==> src/rtl/mm_pkg.sv <==
`default_nettype none
// ------------------------------------------------------------------
// mm_pkg - shared widths, state encoding and helpers. Rev 1.0
// ------------------------------------------------------------------
package mm_pkg;

  localparam int DATA_W = 16;
  localparam int ACC_W  = 32;

  typedef enum logic [1:0] {
    IDLE    = 2'd0,
    FEED    = 2'd1,
    COLLECT = 2'd2,
    FIN     = 2'd3
  } seq_state_t;

  typedef logic [DATA_W-1:0] operand_t;
  typedef logic [ACC_W-1:0]  result_t;

  // Index width for an N-entry dimension; never below one bit.
  function automatic int idx_w(input int n);
    return (n > 1) ? $clog2(n) : 1;
  endfunction

endpackage : mm_pkg
`default_nettype wire

==> src/rtl/mm_operand_bank.sv <==
`default_nettype none
// ------------------------------------------------------------------
// mm_operand_bank - N x N operand register file, host write, one slice read. Rev 1.0
// ------------------------------------------------------------------
module mm_operand_bank
  import mm_pkg::*;
#(
  parameter int N_SIZE    = 3,
  parameter bit COL_SLICE = 1'b1,
  localparam int IDX_W    = idx_w(N_SIZE)
) (
  input  logic                     clk,
  input  logic                     rst_n,
  input  logic                     wr_en_i,
  input  logic [IDX_W-1:0]         wr_row_i,
  input  logic [IDX_W-1:0]         wr_col_i,
  input  logic [DATA_W-1:0]        wr_data_i,
  input  logic [IDX_W-1:0]         slice_idx_i,
  output logic [N_SIZE*DATA_W-1:0] slice_o
);

  operand_t mem_q [N_SIZE][N_SIZE];
  operand_t mem_d [N_SIZE][N_SIZE];
  logic     wr_hit;
  logic     idx_ok;

  assign wr_hit = wr_en_i && (int'(wr_row_i) < N_SIZE) && (int'(wr_col_i) < N_SIZE);
  assign idx_ok = (int'(slice_idx_i) < N_SIZE);

  always_comb begin
    mem_d = mem_q;
    if (wr_hit) begin
      mem_d[wr_row_i][wr_col_i] = wr_data_i;
    end
  end

  always_ff @(posedge clk or negedge rst_n) begin
    if (!rst_n) begin
      for (int r = 0; r < N_SIZE; r++) begin
        for (int c = 0; c < N_SIZE; c++) begin
          mem_q[r][c] <= '0;
        end
      end
    end else begin
      mem_q <= mem_d;
    end
  end

  // Slices read the post-write image so a write and a start in the same
  // cycle hand the new element to the first registered beat.
  generate
    if (COL_SLICE) begin : g_col
      for (genvar i = 0; i < N_SIZE; i++) begin : g_elem
        assign slice_o[i*DATA_W +: DATA_W] = idx_ok ? mem_d[i][slice_idx_i] : '0;
      end
    end else begin : g_row
      for (genvar j = 0; j < N_SIZE; j++) begin : g_elem
        assign slice_o[j*DATA_W +: DATA_W] = idx_ok ? mem_d[slice_idx_i][j] : '0;
      end
    end
  endgenerate

endmodule : mm_operand_bank
`default_nettype wire

==> src/rtl/matmul_sequencer.sv <==
`default_nettype none
// ------------------------------------------------------------------
// matmul_sequencer - operand buffers, feed/collect FSM and C buffer for a systolic array. Rev 1.0
// ------------------------------------------------------------------
module matmul_sequencer
  import mm_pkg::*;
#(
  parameter int N_SIZE  = 3,
  parameter int TIMEOUT = 4 * N_SIZE + 8,
  localparam int IDX_W  = idx_w(N_SIZE)
) (
  input  logic                     clk,
  input  logic                     rst_n,
  input  logic                     wr_en_i,
  input  logic                     wr_sel_i,
  input  logic [IDX_W-1:0]         wr_row_i,
  input  logic [IDX_W-1:0]         wr_col_i,
  input  logic [DATA_W-1:0]        wr_data_i,
  input  logic                     start_i,
  output logic                     busy_o,
  output logic                     done_o,
  output logic                     err_o,
  input  logic [IDX_W-1:0]         rd_row_i,
  input  logic [IDX_W-1:0]         rd_col_i,
  output logic [ACC_W-1:0]         rd_data_o,
  output logic                     arr_valid_in_o,
  output logic [N_SIZE*DATA_W-1:0] arr_a_out_o,
  output logic [N_SIZE*DATA_W-1:0] arr_b_out_o,
  input  logic                     arr_valid_out_i,
  input  logic [N_SIZE*ACC_W-1:0]  arr_c_in_i
);

  localparam int               CNT_W     = $clog2(N_SIZE + 1);
  localparam int               TMO_W     = $clog2(TIMEOUT + 1);
  localparam logic [CNT_W-1:0] FEED_LAST = CNT_W'(N_SIZE);
  localparam logic [TMO_W-1:0] TMO_MAX   = TMO_W'(TIMEOUT);
  localparam logic [IDX_W-1:0] ROW_LAST  = IDX_W'(N_SIZE - 1);

  seq_state_t               state_q;
  logic                     busy_q;
  logic                     done_q;
  logic                     err_q;
  logic                     valid_q;
  logic [N_SIZE*DATA_W-1:0] a_q;
  logic [N_SIZE*DATA_W-1:0] b_q;
  logic [CNT_W-1:0]         feed_cnt_q;
  logic [IDX_W-1:0]         row_q;
  logic [TMO_W-1:0]         tmo_q;
  logic [TMO_W-1:0]         tmo_d;
  logic [N_SIZE*ACC_W-1:0]  c_q [N_SIZE];

  logic                     host_wr;
  logic                     feed_more;
  logic [IDX_W-1:0]         feed_idx;
  logic [N_SIZE*DATA_W-1:0] a_slice;
  logic [N_SIZE*DATA_W-1:0] b_slice;
  logic                     row_done;
  logic                     tmo_hit;

  // Operand buffers are frozen for the whole run.
  assign host_wr   = wr_en_i && (state_q == IDLE);
  assign feed_more = (feed_cnt_q < FEED_LAST);
  assign feed_idx  = ((state_q == FEED) && feed_more) ? feed_cnt_q[IDX_W-1:0] : '0;
  assign tmo_d     = tmo_hit ? tmo_q : tmo_q + 1'b1;
  assign tmo_hit   = (tmo_q == TMO_MAX);
  assign row_done  = arr_valid_out_i && (row_q == ROW_LAST);

  mm_operand_bank #(
    .N_SIZE    (N_SIZE),
    .COL_SLICE (1'b1)
  ) u_bank_a (
    .clk         (clk),
    .rst_n       (rst_n),
    .wr_en_i     (host_wr && !wr_sel_i),
    .wr_row_i    (wr_row_i),
    .wr_col_i    (wr_col_i),
    .wr_data_i   (wr_data_i),
    .slice_idx_i (feed_idx),
    .slice_o     (a_slice)
  );

  mm_operand_bank #(
    .N_SIZE    (N_SIZE),
    .COL_SLICE (1'b0)
  ) u_bank_b (
    .clk         (clk),
    .rst_n       (rst_n),
    .wr_en_i     (host_wr && wr_sel_i),
    .wr_row_i    (wr_row_i),
    .wr_col_i    (wr_col_i),
    .wr_data_i   (wr_data_i),
    .slice_idx_i (feed_idx),
    .slice_o     (b_slice)
  );

  always_ff @(posedge clk or negedge rst_n) begin
    if (!rst_n) begin
      state_q    <= IDLE;
      busy_q     <= 1'b0;
      done_q     <= 1'b0;
      err_q      <= 1'b0;
      valid_q    <= 1'b0;
      a_q        <= '0;
      b_q        <= '0;
      feed_cnt_q <= '0;
      row_q      <= '0;
      tmo_q      <= '0;
      for (int r = 0; r < N_SIZE; r++) begin
        c_q[r] <= '0;
      end
    end else begin
      done_q <= 1'b0;
      case (state_q)
        IDLE: begin
          if (start_i) begin
            state_q    <= FEED;
            busy_q     <= 1'b1;
            err_q      <= 1'b0;
            valid_q    <= 1'b1;
            a_q        <= a_slice;
            b_q        <= b_slice;
            feed_cnt_q <= CNT_W'(1);
          end
        end
        FEED: begin
          if (feed_more) begin
            valid_q    <= 1'b1;
            a_q        <= a_slice;
            b_q        <= b_slice;
            feed_cnt_q <= feed_cnt_q + 1'b1;
          end else begin
            // Operand outputs stay on the last beat until the next run.
            valid_q <= 1'b0;
            state_q <= COLLECT;
            row_q   <= '0;
            tmo_q   <= '0;
          end
        end
        COLLECT: begin
          tmo_q <= tmo_d;
          if (arr_valid_out_i) begin
            c_q[row_q] <= arr_c_in_i;
            if (!row_done) begin
              row_q <= row_q + 1'b1;
            end
          end
          if (row_done) begin
            state_q <= FIN;
            done_q  <= 1'b1;
          end else if (tmo_hit) begin
            state_q <= FIN;
            done_q  <= 1'b1;
            err_q   <= 1'b1;
          end
        end
        FIN: begin
          state_q <= IDLE;
          busy_q  <= 1'b0;
        end
        default: begin
          state_q <= IDLE;
        end
      endcase
    end
  end

  always_comb begin
    rd_data_o = '0;
    if ((int'(rd_row_i) < N_SIZE) && (int'(rd_col_i) < N_SIZE)) begin
      rd_data_o = c_q[rd_row_i][rd_col_i*ACC_W +: ACC_W];
    end
  end

  assign busy_o         = busy_q;
  assign done_o         = done_q;
  assign err_o          = err_q;
  assign arr_valid_in_o = valid_q;
  assign arr_a_out_o    = a_q;
  assign arr_b_out_o    = b_q;

endmodule : matmul_sequencer
`default_nettype wire
==> config.mk <==
export PLATFORM = sky130hd
export DESIGN_NAME = matmul_sequencer
export DESIGN_NICKNAME = d
export VERILOG_FILES = /design/src/rtl/mm_pkg.sv /design/src/rtl/mm_operand_bank.sv /design/src/rtl/matmul_sequencer.sv
export SDC_FILE = /design/constraint.sdc
export NUM_CORES = 1
export LEC_CHECK = 0
export CORE_MARGIN = 2
export CORE_UTILIZATION = 50
export CTS_BUF_LIST = sky130_fd_sc_hd__clkbuf_4 sky130_fd_sc_hd__clkbuf_8
export DETAILED_ROUTE_END_ITERATION = 7
export GPL_TIMING_DRIVEN = 0
export PLACE_DENSITY = 0.79
export SLEW_MARGIN = 20
export SYNTH_ARGS = -nofsm -noshare
export SYNTH_HDL_FRONTEND = slang
export SYNTH_SLANG_ARGS = --single-unit
export TNS_END_PERCENT = 1
==> constraint.sdc <==
create_clock -name clk -period 2.6 [get_ports clk]
set_input_delay 0.52 -clock clk [delete_from_list [all_inputs] [get_ports clk]]
set_output_delay 0.52 -clock clk [all_outputs]
set_load 0.005 [all_outputs]
Word level (Yosys, flattened, before mapping)
Cells that the tools add are included.

Bits in registers: 687. Input port bits: 126. Logic and storage cells: 159. Output and inout bits: 132.

Multiplexer cells: 65. Shifts and indexed selects: 1. $add $sub $neg: 3. Equality and inequality tests: 13. Reduce and logical (&&, ||, !) cells: 27. $lt $le $gt $ge: 14. Bitwise gates (word level): 5.

Operator list (count): $mux W48 (7); $bwmux W144 (2); $bwmux W288 (1); $mux W144 (2); $mux W96 (3); $mux W16 (13); $bmux W96 S2 (1); $demux W96 S2 (1); $pmux W48 S2 (2); $bmux W16 S2 (3); $bmux W48 S2 (1); $demux W48 S2 (1); $shiftx A96 B8 Y32 (1); $demux W16 S2 (1); $mux W32 (1); $mux W2 (9); $ge A3 B3 Y1 const B (5); $not A2 Y3 (5); $ne A2 B2 Y1 const B (7); $logic_and A1 B1 Y1 (13); $lt A2 B2 Y1 const B (6); $mux W5 (2); $pmux W5 S2 (1); $lt A3 B1 Y1 const B (3); other kinds (16) (37).

Logic depth before layout (Yosys ltp)
Gate-level depths: netlist (run 1).

Depth in word-level cells: 15. Depth in mapped cells: 10. Mapped depth without buffers: 7.

Cells and area by module
Synthesis (run 1) repeated with hierarchy kept, for this count alone.

Cells, all modules: 2375. Area, all modules: 31153.6 um^2.

By module, submodules not included: matmul_sequencer (times used 1, cells each 1251, area each 17644.4 um^2, seq. area each 9984.6 um^2); mm_operand_bank at u_bank_b (times used 1, cells each 558, area each 6824.0 um^2, seq. area each 3603.5 um^2); mm_operand_bank at u_bank_a (times used 1, cells each 566, area each 6685.2 um^2, seq. area each 3603.5 um^2).

Least setup slack after synthesis (run 1)
Ideal clock, no wire load.

Path type: in2out. Start: input rd_row_i[0]. End: output rd_data_o[30]. Setup slack: 0.134 ns. Stages on the path: 9. Buffers on the path: 4. Arrival: 1.946 ns. Data required time: 2.080 ns. Cells stage by stage: clkbuf_1 > or2_2 > clkbuf_1 > buf_2 > buf_1 > o22ai_1 > a21oi_1 > o22ai_1 > a21oi_1.

Longest elaborated chain between the ends: 6. Elaborated cells on any way between the ends: 8. Classes of those cells: order compare: 1; shift: 1; mux: 4; bitwise: 1; reduce/logical: 1.

Ends and longest elaborated chain: start: declaration (line matmul_sequencer.sv:23) `input logic [IDX_W-1:0] rd_row_i,`; $not A2 Y3 (not written as such) (line matmul_sequencer.sv:170) `rd_data_o = c_q[rd_row_i][rd_col_i*ACC_W +: ACC_W];`; $bmux W96 S2 (line matmul_sequencer.sv:170); $mux W96 (not written as such) (2 in a row) (line matmul_sequencer.sv:170); $shiftx A96 B8 Y32 (line matmul_sequencer.sv:170); $mux W32 * (line matmul_sequencer.sv:169) `if ((int'(rd_row_i) < N_SIZE) && (int'(rd_col_i) < N_SIZE)) begin`; end: declaration (line matmul_sequencer.sv:25) `output logic [ACC_W-1:0] rd_data_o,`.

Mark *: on every way between the ends. The rest lies on a longest branch, timed or not. The select of a mux whose other input is x is not followed.

Worst setup path after layout (run 1)
Start: input rd_row_i[1]. End: output rd_data_o[31].

The elaborated chain is that of the path after synthesis.

==> run metrics, run 1 <==
status=complete, but fails checks; failing checks=negative setup slack; starting density of the core=0.508; Mean Syn Cell Area=between 10 and 15 sq um; worst reg2reg path startpoint=state_q[0]; IO buf count=roughly 260; non-filler cells, final=3684; sequential fraction of design power=0.436; Routability Congestion=0.962; Mapped Cells=2412; critical path depth in cells=9; via count of the routed design=approximately 22000; CTS Buf Count=110; DIE HEIGHT=about 250 um; Die ar.=63500 sq um; asr flop ratio synth=1.00; cells along the critical path=buf_4 > or2_4 > buf_12 > buf_12 > nor2_1 > nor2_1 > o21ai_0 > a21oi_1 > clkdlybuf4s50_1; fin area=around 38000 sq um; Worst slew margin=0.224; worst reg2reg path endpoint=c_q[91]; Fin. Hold Viols=0; cell depth of the worst flop-to-flop path=7; vias per cell=6.01; synthesized area=just over 30000 sq um; CTS Sinks=687; Clk Latency, worst-skew pair=730 ps; detailed placement HPWL=63300 um; RSZ-0062 raised after global routing=yes; Post-synth EDFFs=0; top_reg_cell synth=dfrtp_1; htree depth=3; internal cell power=25900 uW; worst hold path type=in2async; Root Buffer=clkbuf_8; period utilization=1.10; first-pass GRT wire length=138000 um; critical path's slowest cell=clkdlybuf4s50_1; ratio of cells with drive above 1 in the final layout=0.343; FF+latch count, synth=between 600 and 700; initial antenna violation count=18; max-slew violations=0; Max clock buf depth=3; max_cap viols=0; worst path bufs/invs=4; setup ws final=-254 ps; Pleak=0.0185 uW; CP Class=in2out; antenna-violating nets left=0; clock slew at reported path FFs=60 ps; total wire length=91500 um; WL/cell=about 25 um; io pins=between 200 and 300; Clock Power Share=0.253; Post-route DRC=0; gr usage total=0.286; Netlist cell types=50; row count=90; Worst Tran Pin Value=between 1000 and 1500 ps; setup slack, reg-to-reg=-40 ps; CP max stage delay=~550 ps; Core ar.=60600 sq um; min cycle time layout=2850 ps; Syn. warnings=0; Worst setup SP type=input port; grt ovf=0; Syn Nets=roughly 2500; Critical Path Source=rd_row_i[1]; Final nets=2930; logic gate share of total power=0.310; initial DRC count=1843; P_sw=12400 uW; CTS tree=yes; # setup viols final=40; vias in the first global route=23100; Placed Cells=between 3000 and 4000; area post-placement=34500 sq um; Die W=252 um; Setup Skew=32.6 ps; switching fraction of total power=0.324; crit path to=rd_data_o[31]; largest net degree at the start of global routing=109; crit path DAT=2330 ps; Area Growth Syn to Fin=22.9%; PD cells=1010 nW/um^2; Crit path required time=2080 ps; crit path capture type=output port; peak fanout along the critical path=10; largest delay contributor family on the critical path=buffers and inverters; Peak Freq=350 MHz; Seq/Total Area, Yosys=0.559; 1st-pass router iterations=6; peak supply drop=around 0.00075 V
per-stage QoR:
step	hold WS [ps]	util	worst slack [ps]	power, uW	TNS (ps)
floorplan	224	-	134	23300	0
global placement	463	0.566	-27640	27200	-
detailed placement	471	0.569	-1860	27900	-156920
CTS	420	0.620	-191	38000	-2000
global route	472	0.624	-274	40100	-7500
finish	435	0.624	-254	38300	-2930
power by group through the flow:
stage | combinational (uW) | clock [uW] | sequential (uW)
after floorplan | 7370 | 0 | 15900
after global placement | 10700 | 0 | 16500
after detailed placement | 11300 | 0 | 16600
after CTS | 11700 | 9790 | 16500
after global routing | 12800 | 10300 | 17000
final | 11900 | 9690 | 16700
routing by layer:
| layer | part of all wire | GRT usage | wire (um) |
|---|---|---|---|
| met5 | 0.00037 | 0 | 34 |
| met4 | 0.040 | 0.129 | 3650 |
| met3 | 0.087 | 0.0649 | 7950 |
| met2 | 0.46 | 0.444 | 42100 |
| met1 | 0.41 | 0.386 | 37700 |
logic make-up after synthesis:
| group | Yosys count | synth area share |
|---|---|---|
| flip-flops | 687 | 0.559 |
| XOR/XNOR | 3 | 0.000854 |
| AND/OR/NAND/NOR | 271 | 0.0420 |
| buffers and inverters | 286 | 0.0371 |
| multiplexers | 742 | 0.266 |
| AO/OA/AOI/OAI | 412 | 0.0906 |
| adder cells (fa/ha/maj) | 11 | 0.00447 |
cell usage after synthesis, drive strengths merged, types with 2 or more instances:
master | count | area share
dfrtp | 687 | 0.56
mux2 | 578 | 0.21
mux2i | 164 | 0.053
clkbuf | 137 | 0.017
o21ai | 135 | 0.022
nand2 | 117 | 0.014
o221ai | 98 | 0.028
inv | 95 | 0.012
o22ai | 82 | 0.017
nor2 | 57 | 0.0070
buf | 53 | 0.0087
a21oi | 38 | 0.0062
nand2b | 20 | 0.0041
nor2b | 19 | 0.0039
and3 | 17 | 0.0035
o21a | 16 | 0.0039
o31a | 16 | 0.0046
or3 | 16 | 0.0033
a221oi | 15 | 0.0061
ha | 11 | 0.0045
nand3 | 8 | 0.0017
nor3 | 6 | 0.0011
a22o | 3 | 0.00085
xor2 | 3 | 0.00085
nand3b | 2 | 0.00049
nand4 | 2 | 0.00041
nand4b | 2 | 0.00077
o211ai | 2 | 0.00049
worst min-delay path by stage:
stage / depth (start not counted) / to / slack, ps
detailed placement: 2 / u_bank_a.mem_q[55] / 470
global placement: 2 / u_bank_a.mem_q[10] / 460
CTS: 2 / u_bank_b.mem_q[9] / 420
global route: 2 / c_q[71] / 470
finish: 2 / u_bank_b.mem_q[32] / 440
floorplan: 0 / arr_a_out_o[0] / 220
area by class of cell:
| cell class | instances | area, sq um |
|---|---|---|
| inverters | 96 | 362 |
| flip-flops and latches | 687 | 17200 |
| diodes | 22 | 55.1 |
| multi-input cells | 1439 | 12900 |
| well taps | 782 | 978 |
| fillers | 4490 | 22800 |
| plain buffers | 189 | 1250 |
| clock inverters | 13 | 96.3 |
| clock buffers | 186 | 2240 |
| repair buffers | 270 | 2760 |
state kept, by name, indices dropped and copies added, names as in the netlist:
register        flops
arr_b_out_o        48
u_bank_b.mem_q    144
row_q               2
done_o              1
tmo_q               5
busy_o              1
arr_valid_in_o      1
u_bank_a.mem_q    144
c_q               288
err_o               1
state_q             2
feed_cnt_q          2
arr_a_out_o        48
what timing repair did:
action / CTS / global route
endpoints found under the setup margin: 278 / 225
pin swaps: 40 / 16
gates resized for setup: 285 / 69
buffers inserted: 7 / 1
endpoints found under the hold margin: 84 / 0
hold buffers: 1 / 0
worst register-to-register path: cells and delay by family, from the launching register on:
kind / cells / cell delay, ps
simple gates: 1 / 300
mux: 1 / 410
flops: 1 / 390
fa+ha+maj: 1 / 200
buf+inv: 4 / 1210
layout by cell type, fill, tap and decap left out, types with 19 or more instances in the layout:
cell type	synthesis	final
a21oi_1	38	27
buf_4	5	19
clkbuf_1	137	81
clkbuf_2	0	32
clkbuf_4	0	58
clkbuf_8	0	150
clkdlybuf4s50_1	0	224
dfrtp_1	687	687
diode_2	0	22
inv_1	95	91
mux2_2	569	568
mux2i_1	164	164
nand2_1	117	108
nand2b_1	20	20
nor2_1	57	45
nor2b_1	19	19
o21ai_0	125	84
o21ai_1	10	39
o221ai_1	98	85
o22ai_1	82	73
Note: power is estimated with default switching activity, not from simulation.
==> run 2, diff against run 1 <==
ABC_CLOCK_PERIOD_IN_PS = 2600   (was default)
==> results of run 2 <==
Final layout, timing and power as in run 1 (identical DEF).
==> edit: new RTL, flow settings as in run 1 <==
The package constant `ACC_W` goes from 32 to 48.
--- a/src/rtl/mm_pkg.sv
+++ b/src/rtl/mm_pkg.sv
@@ -7,3 +7,3 @@
   localparam int DATA_W = 16;
-  localparam int ACC_W  = 32;
+  localparam int ACC_W  = 48;
 
Interface: changed (resized arr_c_in_i and rd_data_o); port bits go from 258 to 322. The function was not compared with the original's and may differ.
==> edit against run 1 <==
The flow finishes with violations (hold timing, setup timing); area after synthesis increased by 25%; cell count increased by 35%; wire length increased by 37%; maximum frequency increased by 5.0%; worst setup slack improved by 0.14 ns; core utilization increased by 0.076 points; non-clock buffer count increased by 173; critical path depth unchanged; sequential cell count increased by 144; count of clock-buffer cells in the layout increased by 38; power increased by 32%; clock power increased by 32%; cell area increased by 26%; sequential share of layout area decreased by 1.7 points.
==> edit: results (changes against run 1) <==
Outcome
The run finished, with violations left. The final reports fail on hold timing, setup timing.

Global route
The global-route usage over all layers is 31.5% (+2.9 points). The number of global-route vias before repair came to 31,200 (+35%). The met3 track utilization from global routing is 7.52% (+1.0 points).

Timing
The setup clock skew after layout is 0.0308 ns (-0.00178 ns). The final count of negative-setup-slack endpoints is 38 (-5.0%). The headroom to the max-slew limit is 31.3% (+8.9 points).

The final hold slack is -0.304 ns (-0.739 ns). The setup slack after layout is -0.118 ns (+0.136 ns). The final count of hold timing violations came to 120 (+120).

Finish
In the final layout, the registers with the most flip-flops are c_q x432, u_bank_a.mem_q x144, u_bank_b.mem_q x144. The net total in the final layout came to 4,004 (+37%). The fraction of final layout cells with drive strength greater than 1 came to 30.8% (-3.6 points). The final non-filler cell total is 4,961 (+35%). The count of filler cells inserted in the layout is 5,806 (+29%).

Worst setup path
The worst path arrival time came to 2.20 ns (-0.13 ns). The largest stage delay on the critical path was 0.33 ns (-0.22 ns). The largest individual stage delay along the critical path comes from the cell sky130_fd_sc_hd__or2_4.

The critical path endpoint is rd_data_o[47]. The logic depth of the worst register-to-register path is 9 (+2). The reg-to-reg setup timing slack is -0.02 ns (+0.02 ns).

In this run the worst setup path begins at rd_row_i[0]. The worst register-to-register path ends at arr_a_out_o[36]$_DFFE_PN0P_.

Route
The detailed router's first-iteration violation count is 3,757 (+100%). The via density per instance is 6.22 (+3.6%). The wire length the detailed router placed on met1 is 46.8 mm (+24%).

The count of TritonRoute iterations in the first routing pass is 8 (+2). The overall routed net length is 126 mm (+37%). The length of routed met2 wiring is 60.1 mm (+42%).

Clock network
The number of setup buffers added after CTS came to 12 (+5). The post-cts resize count is 443 (+55%). The clock latency reported for the late side of the worst-skew pair is 0.81 ns (+0.08 ns). The CTS H-tree depth was 4 (+1).

Logic synthesis
Sorting the synthesized cells by how often they occur yields 831 x sky130_fd_sc_hd__dfrtp_1, 542 x sky130_fd_sc_hd__mux2_2, 326 x sky130_fd_sc_hd__nand2_1, 298 x sky130_fd_sc_hd__o21ai_0, 214 x sky130_fd_sc_hd__clkbuf_1. The unique cell type count in the Yosys netlist was 72 (+44%). The post-synthesis sequential area ratio is 54.2% (-1.7 points).

Placement
The setup slack after placement is -2.21 ns (-0.353 ns). The area of placed instances is 43,000 um^2 (+25%). The weighted congestion reported at the end of routability-driven placement came to 1.03 (+6.6%).

The number of buffer cells added on primary ports is 320 (+25%).

Power and ir drop
The reported leakage power is 21.9 nW (+19%). The switching power of the nets is 0.0170 W (+37%). The power dissipated in combinational cells was 0.0164 W (+38%).

The portion of total power attributed to sequential cells is 42.2% (-1.4 points).
[edit: cell count changes in the layout (fill, tap and decap cells not counted), sizes merged, moves of 100 or more]
cell	delta
nand2	+214
o21ai	+163
dfrtp	+144
mux2i	-114
clkbuf	+112
nand3	+100
[edit: kinds of logic (layout without fill, tap and decap cells)]
kind of cell,count (synthesis),after routing,synth area share [%]
buffers and inverters,339,934,3.65
other,0,2,0
DFF,831,831,54.2
adders and majority gates,11,11,0.359
and+or+nand+nor,648,648,7.82
AOI/OAI and AO/OA,819,819,13.8
xor gates and xnor gates,5,5,0.114
muxes,681,681,20.1
[edit: cell type report]
class                           instances  area, um^2  area share, %
Clock inverter                         31         355          0.749
Timing Repair Buffer                  341        3420           7.21
Inverter                               46         179          0.377
Antenna cell                            2        5.00         0.0105
Buffer                                291        1850           3.89
Multi-Input combinational cell       2164       16800           35.4
Timing Repair inverter                  1        7.51         0.0158
Tap cell                             1030        1290           2.72
Clock buffer                          224        2730           5.76
Sequential cell                       831       20800           43.8
